--- src/rtl/pcpi_issuer.sv ---
// rtl/pcpi_issuer.sv - PCPI initiator: issues offloaded instructions and returns results or an illegal-instruction trap
//
// Optional build macro: PCPI_WATCHDOG_EN (adds a WATCHDOG_CYCLES bound on the WAIT state)
//
// Ports:
//   clk, reset                      clock (rising edge), asynchronous active-high reset
//   req_valid/req_ready             core -> issuer instruction handshake (req_ready = state is IDLE)
//   req_insn/req_rs1/req_rs2        instruction word and operands from the core
//   pcpi_valid/insn/rs1/rs2         registered request towards the PCPI responders
//   pcpi_wr/rd/busy/ready           responder claim, completion and result
//   rsp_valid/rsp_ready             issuer -> core response handshake
//   rsp_wr/rsp_rd/rsp_trap          write-back enable, result (0 unless rsp_wr), illegal-instruction trap
module pcpi_issuer #(
    parameter int TIMEOUT_CYCLES  = 16,
    parameter int WATCHDOG_CYCLES = 1024
) (
    input  logic        clk,
    input  logic        reset,
    input  logic        req_valid,
    output logic        req_ready,
    input  logic [31:0] req_insn,
    input  logic [31:0] req_rs1,
    input  logic [31:0] req_rs2,
    output logic        pcpi_valid,
    output logic [31:0] pcpi_insn,
    output logic [31:0] pcpi_rs1,
    output logic [31:0] pcpi_rs2,
    input  logic        pcpi_wr,
    input  logic [31:0] pcpi_rd,
    input  logic        pcpi_busy,
    input  logic        pcpi_ready,
    output logic        rsp_valid,
    input  logic        rsp_ready,
    output logic        rsp_wr,
    output logic [31:0] rsp_rd,
    output logic        rsp_trap
);

    typedef enum logic [1:0] {S_IDLE, S_ISSUE, S_WAIT, S_RESP} state_t;

    // Counter value on the last allowed unclaimed cycle; reaching it with no claim traps.
    localparam logic [7:0]  TMO_LAST = 8'(TIMEOUT_CYCLES - 1);

    generate
        if (TIMEOUT_CYCLES < 2 || TIMEOUT_CYCLES > 255 ||
            WATCHDOG_CYCLES < 2 || WATCHDOG_CYCLES > 65535) begin : g_bad_param
            $error("pcpi_issuer: parameter out of range");
        end
    endgenerate

    state_t      state_q, state_d;
    logic        pcpi_valid_q, pcpi_valid_d;
    logic [31:0] insn_q, insn_d;
    logic [31:0] rs1_q, rs1_d;
    logic [31:0] rs2_q, rs2_d;
    logic        rsp_valid_q, rsp_valid_d;
    logic        rsp_wr_q, rsp_wr_d;
    logic [31:0] rsp_rd_q, rsp_rd_d;
    logic        rsp_trap_q, rsp_trap_d;
    logic [7:0]  tmo_cnt_q, tmo_cnt_d;
`ifdef PCPI_WATCHDOG_EN
    localparam logic [15:0] WD_LAST = 16'(WATCHDOG_CYCLES - 1);
    logic [15:0] wd_cnt_q, wd_cnt_d;
`endif

    logic finish;   // responder completed this cycle
    logic trap;     // give up on the instruction this cycle

    always_comb begin
        state_d      = state_q;
        pcpi_valid_d = pcpi_valid_q;
        insn_d       = insn_q;
        rs1_d        = rs1_q;
        rs2_d        = rs2_q;
        rsp_valid_d  = rsp_valid_q;
        rsp_wr_d     = rsp_wr_q;
        rsp_rd_d     = rsp_rd_q;
        rsp_trap_d   = rsp_trap_q;
        tmo_cnt_d    = tmo_cnt_q;
`ifdef PCPI_WATCHDOG_EN
        wd_cnt_d     = wd_cnt_q;
`endif
        finish       = 1'b0;
        trap         = 1'b0;

        case (state_q)
            S_IDLE: begin
                if (req_valid) begin
                    insn_d       = req_insn;
                    rs1_d        = req_rs1;
                    rs2_d        = req_rs2;
                    pcpi_valid_d = 1'b1;
                    tmo_cnt_d    = 8'd0;
                    state_d      = S_ISSUE;
                end
            end
            S_ISSUE: begin
                // ready has priority over both the claim and the timeout
                if (pcpi_ready) begin
                    finish = 1'b1;
                end else if (pcpi_busy) begin
                    state_d = S_WAIT;
`ifdef PCPI_WATCHDOG_EN
                    wd_cnt_d = 16'd0;
`endif
                end else if (tmo_cnt_q == TMO_LAST) begin
                    trap = 1'b1;
                end else begin
                    tmo_cnt_d = tmo_cnt_q + 8'd1;
                end
            end
            S_WAIT: begin
                // a claimed instruction never returns to ISSUE, even if busy drops
                if (pcpi_ready) begin
                    finish = 1'b1;
`ifdef PCPI_WATCHDOG_EN
                end else if (wd_cnt_q == WD_LAST) begin
                    trap = 1'b1;
                end else begin
                    wd_cnt_d = wd_cnt_q + 16'd1;
`endif
                end
            end
            S_RESP: begin
                if (rsp_ready) begin
                    rsp_valid_d = 1'b0;
                    state_d     = S_IDLE;
                end
            end
            default: state_d = S_IDLE;
        endcase

        if (finish) begin
            pcpi_valid_d = 1'b0;
            rsp_valid_d  = 1'b1;
            rsp_wr_d     = pcpi_wr;
            rsp_rd_d     = pcpi_wr ? pcpi_rd : 32'd0;
            rsp_trap_d   = 1'b0;
            state_d      = S_RESP;
        end else if (trap) begin
            pcpi_valid_d = 1'b0;
            rsp_valid_d  = 1'b1;
            rsp_wr_d     = 1'b0;
            rsp_rd_d     = 32'd0;
            rsp_trap_d   = 1'b1;
            state_d      = S_RESP;
        end
    end

    always_ff @(posedge clk or posedge reset) begin
        if (reset) begin
            state_q      <= S_IDLE;
            pcpi_valid_q <= 1'b0;
            insn_q       <= 32'd0;
            rs1_q        <= 32'd0;
            rs2_q        <= 32'd0;
            rsp_valid_q  <= 1'b0;
            rsp_wr_q     <= 1'b0;
            rsp_rd_q     <= 32'd0;
            rsp_trap_q   <= 1'b0;
            tmo_cnt_q    <= 8'd0;
`ifdef PCPI_WATCHDOG_EN
            wd_cnt_q     <= 16'd0;
`endif
        end else begin
            state_q      <= state_d;
            pcpi_valid_q <= pcpi_valid_d;
            insn_q       <= insn_d;
            rs1_q        <= rs1_d;
            rs2_q        <= rs2_d;
            rsp_valid_q  <= rsp_valid_d;
            rsp_wr_q     <= rsp_wr_d;
            rsp_rd_q     <= rsp_rd_d;
            rsp_trap_q   <= rsp_trap_d;
            tmo_cnt_q    <= tmo_cnt_d;
`ifdef PCPI_WATCHDOG_EN
            wd_cnt_q     <= wd_cnt_d;
`endif
        end
    end

    assign req_ready  = (state_q == S_IDLE);
    assign pcpi_valid = pcpi_valid_q;
    assign pcpi_insn  = insn_q;
    assign pcpi_rs1   = rs1_q;
    assign pcpi_rs2   = rs2_q;
    assign rsp_valid  = rsp_valid_q;
    assign rsp_wr     = rsp_wr_q;
    assign rsp_rd     = rsp_rd_q;
    assign rsp_trap   = rsp_trap_q;

endmodule

--- config.mk ---
export PLATFORM = sky130hd
export DESIGN_NAME = pcpi_issuer
export DESIGN_NICKNAME = d
export VERILOG_FILES = /design/src/rtl/pcpi_issuer.sv
export SDC_FILE = /design/constraint.sdc
export NUM_CORES = 1
export LEC_CHECK = 0
export CELL_PAD_IN_SITES_DETAIL_PLACEMENT = 0
export CELL_PAD_IN_SITES_GLOBAL_PLACEMENT = 1
export CORE_ASPECT_RATIO = 0.5
export CORE_MARGIN = 1.5
export CORE_UTILIZATION = 25
export CTS_BUF_LIST = sky130_fd_sc_hd__clkbuf_8
export CTS_CLUSTER_SIZE = 24
export DETAILED_ROUTE_END_ITERATION = 10
export GPL_TIMING_DRIVEN = 0
export MAX_ROUTING_LAYER = met4
export PLACE_DENSITY = 0.66
export RECOVER_POWER = 100
export SLEW_MARGIN = 20
export SYNTH_ARGS = -nofsm -noshare
export SYNTH_HDL_FRONTEND = slang
export SYNTH_SLANG_ARGS = --single-unit
--- constraint.sdc ---
create_clock -name clk -period 5.03 [get_ports clk]
set_input_delay 1.2575 -clock clk [delete_from_list [all_inputs] [get_ports clk]]
set_output_delay 1.2575 -clock clk [all_outputs]
set_load 0.005 [all_outputs]
==> results by group <==
Timing
  • Tcrit/Tclk final: 0.7249
  • Final setup vio count: 0
  • Max Slew Vio Count: 64
  • Final worst slack: 1.384 ns
  • Max Clock Skew: 0.01530 ns
  • Slew of the pin with the lowest slew margin: 1.770 ns
  • Setup TNS: 0 ns
  • Final hold violations: 0
  • RSZ-0062 raised after global routing: no
  • Hold Slack: 0.4775 ns
  • Slew headroom: -0.1798
  • Min Tclk post-route: 3.646 ns
  • Fmax: 0.2743 GHz

Yosys
  • Post-synth top flop: dfrtp_1
  • Mapped Cells: 371
  • Mapped Nets: 511
  • Avg Inst Size Synth: 14.85 um^2
  • Synth warn: 0
  • Register area share after synthesis: 0.6450
  • Post-synth EDFFs: 0
  • Ys async rst share: 1.000
  • Count of cell types in the netlist: 38
  • #FFs+latches synth: 142
  • Syn Std Cell Area: 0.005509 mm^2

Floorplanning
  • Rows: 38
  • Initial core utilization: 0.2547
  • Chip height: 108.0 um
  • Chip width: 212.9 um
  • Die area: 0.02299 mm^2
  • Core ar.: 0.02163 mm^2
  • IO Count: 268

Route
  • Post-Route WL: 16.56 mm
  • Detail Route Antenna Nets: 0
  • Vias per cell: 4.314
  • Vias: 4193
  • Iter 0 DRT Violations: 171
  • First-pass DRT Iterations: 5
  • Routed wire length per instance: 17.04 um
  • Number of remaining DRC errors: 0

Placement
  • GPL Wtd Cong: 0.8107
  • Post-DP HPWL: 12.78 mm
  • Placement Setup Slack: 1.068 ns
  • Placement Cell Area: 0.008666 mm^2
  • PortBufs: 266
  • Placed insts: 942

CTS
  • Post-CTS sizing: 0
  • # hold bufs at CTS: 0
  • H-tree depth: 4
  • Clock sinks: 142
  • CTS tree: done
  • Number of setup buffers added after CTS: 0
  • Reg clk slew, reported paths: 0.08 ns
  • Root Driver: clkbuf_8
  • TritonCTS buffer count: 17
  • Clock Path Buffers: 2
  • Clock Latency Late Sink: 0.47 ns

Job
  • Max-cap violation count: 2

Power
  • Internal: 3.468 mW
  • Power density cells: 548.8 mW/mm^2
  • Sw frac: 0.2952
  • Comb power frac: 0.419
  • Sequential power share: 0.395
  • Clock power frac: 0.186
  • VDD IR max: 243.7 uV
  • Psw: 1.453 mW
  • Leak: 3.845 nW
  • Final total power: 4.921 mW

Global routing
  • Global route overflow: 0
  • Vias in the first global route: 4425
  • All-Layer GR Usage: 0.1529
  • Pin count of the biggest net entering global routing: 33
  • First-pass GRT wire length: 25.21 mm
  • Initial antenna violation count: 0

Critical path
  • Crit-path cells: dlygate4sd3_1 -> clkinvlp_2 -> clkbuf_1 -> clkbuf_1
  • R2r setup slk: 2.09 ns
  • Crit path DAT: 4.02 ns
  • Slowest cell on crit path: clkbuf_1
  • CP Max Fanout: 23
  • Startpoint Class: primary input
  • CP endpoint kind: asynchronous set/reset pin
  • R2R depth: 7
  • End point of the critical path: pcpi_insn[14]$_DFFE_PP0P_
  • Max incr delay on CP: 1.00 ns
  • Reg-to-reg endpoint: pcpi_rs2[19]$_DFFE_PP0P_
  • Worst EP required: 5.40 ns
  • CP Class: primary input to asynchronous set/reset pin
  • CP most frequent cell: clkbuf_1
  • Crit. Startpoint: reset
  • Worst r2r src: state_q[1]$_DFFE_PP0P_

Run status
  • Status: finished, violations left
  • Violated checks: max-capacitance violations, max-slew violations

Layout
  • Multi-input logic area: 0.001844 mm^2
  • # fillers: 2063
  • Layout Cell Area excl Fill: 0.008966 mm^2
  • Layout cell share with drive strength beyond 1: 0.1920
  • Finished Core Util: 0.4145
  • Final cell count without fillers: 972
  • Sequential cell area: 0.003553 mm^2
  • Area growth syn-to-layout: 62.75%
  • Layout Nets: 801
  • ANT cells: 0

Min path
  • HP Class: register to register
## worst min path at each step
| stage | endpoint | depth (start not counted) | start | slack [ns] |
|---|---|---|---|---|
| floorplan | rsp_valid$_DFFE_PP0P_ | 2 | rsp_valid$_DFFE_PP0P_ | 0.47 |
| global placement | rsp_wr$_DFFE_PP0P_ | 1 | rsp_wr$_DFFE_PP0P_ | 0.46 |
| detailed placement | rsp_trap$_DFFE_PP0P_ | 1 | rsp_trap$_DFFE_PP0P_ | 0.47 |
| CTS | rsp_trap$_DFFE_PP0P_ | 1 | rsp_trap$_DFFE_PP0P_ | 0.49 |
| global route | rsp_valid$_DFFE_PP0P_ | 2 | rsp_valid$_DFFE_PP0P_ | 0.51 |
| finish | rsp_trap$_DFFE_PP0P_ | 1 | rsp_trap$_DFFE_PP0P_ | 0.48 |
## final cells by class
cell class | instances | share of cell area
Tap cell | 300 | 0.04186
Multi-Input combinational cell | 201 | 0.2057
Clock inverter | 9 | 0.01061
Buffer | 23 | 0.01019
Inverter | 5 | 0.002233
Sequential cell | 142 | 0.3963
Clock buffer | 21 | 0.03224
Timing Repair Buffer | 271 | 0.3009
## synthesized netlist by cell type, types with 2 or more instances
cell	instances	area [um^2]
o21ai_0	4	20.02
a211oi_1	2	15.01
mux2_2	97	1092
nand2_1	8	30.03
a22o_1	32	280.3
a21o_1	2	15.01
nor2b_1	3	18.77
nor4_1	5	31.28
nand3_1	4	20.02
dfrtp_1	142	3553
a31oi_1	3	18.77
or4_1	2	15.01
and3_1	3	18.77
xnor2_1	3	26.28
ha_1	5	62.56
nor2_1	5	18.77
a21oi_1	4	20.02
inv_1	5	18.77
nor3_1	3	15.01
o31ai_1	2	15.01
clkbuf_1	19	71.32
nand2b_1	2	12.51
## critical path, delay by kind of cell
kind                   cells  cell delay (ns)
buffers and inverters      4             2.76
## per-layer routing
layer	vias up	wire length, um	track usage
met5	-	0	-
met4	0	418	0.06383
met3	27	510	0.03427
met2	84	8789	0.2562
met1	2144	6845	0.1787
li1	1938	-	-
## power by group through the flow
stage	Clock, mW	Sequential, mW	Combinational (mW)
after global placement	0	1.97	2.28
after CTS	0.953	1.97	2.31
after global routing	0.997	2.03	2.23
final	0.915	1.94	2.06
after floorplan	0	2.02	0.813
after detailed placement	0	1.99	2.30
## logic make-up (layout without fill, tap and decap cells)
logic type | after synthesis | after routing | share of synthesized area
flip-flops | 142 | 142 | 0.6450
multiplexers | 97 | 97 | 0.1983
adder cells (fa/ha/maj) | 5 | 5 | 0.01136
buffers and inverters | 28 | 329 | 0.02021
XOR/XNOR | 3 | 3 | 0.004770
AND/OR/NAND/NOR | 39 | 39 | 0.03838
AO/OA/AOI/OAI | 57 | 57 | 0.08199
## cells in the final DEF, fill, tap and decap left out, types with 3 or more instances in the layout
cell / Yosys / final
nand2_1: 8 / 8
a22o_1: 32 / 32
dlygate4sd3_1: 0 / 136
a31oi_1: 3 / 3
a21oi_1: 4 / 4
clkbuf_8: 0 / 21
inv_1: 5 / 7
nor4_1: 5 / 5
and3_1: 3 / 3
xnor2_1: 3 / 3
clkdlybuf4s50_1: 0 / 130
nor2_1: 5 / 5
dfrtp_1: 142 / 142
nor2b_1: 3 / 3
o21ai_0: 4 / 4
mux2_2: 97 / 97
clkinv_2: 0 / 3
nand3_1: 4 / 4
nor3_1: 3 / 3
clkbuf_1: 19 / 24
ha_1: 5 / 5
## state kept, by name, summed over array words and instances, names as in the netlist
register,count
pcpi_rs1,32
pcpi_insn,32
rsp_valid,1
rsp_wr,1
rsp_rd,32
tmo_cnt_q,8
state_q,2
pcpi_valid,1
pcpi_rs2,32
rsp_trap,1
No activity file was read; power rests on OpenSTA's default activity.
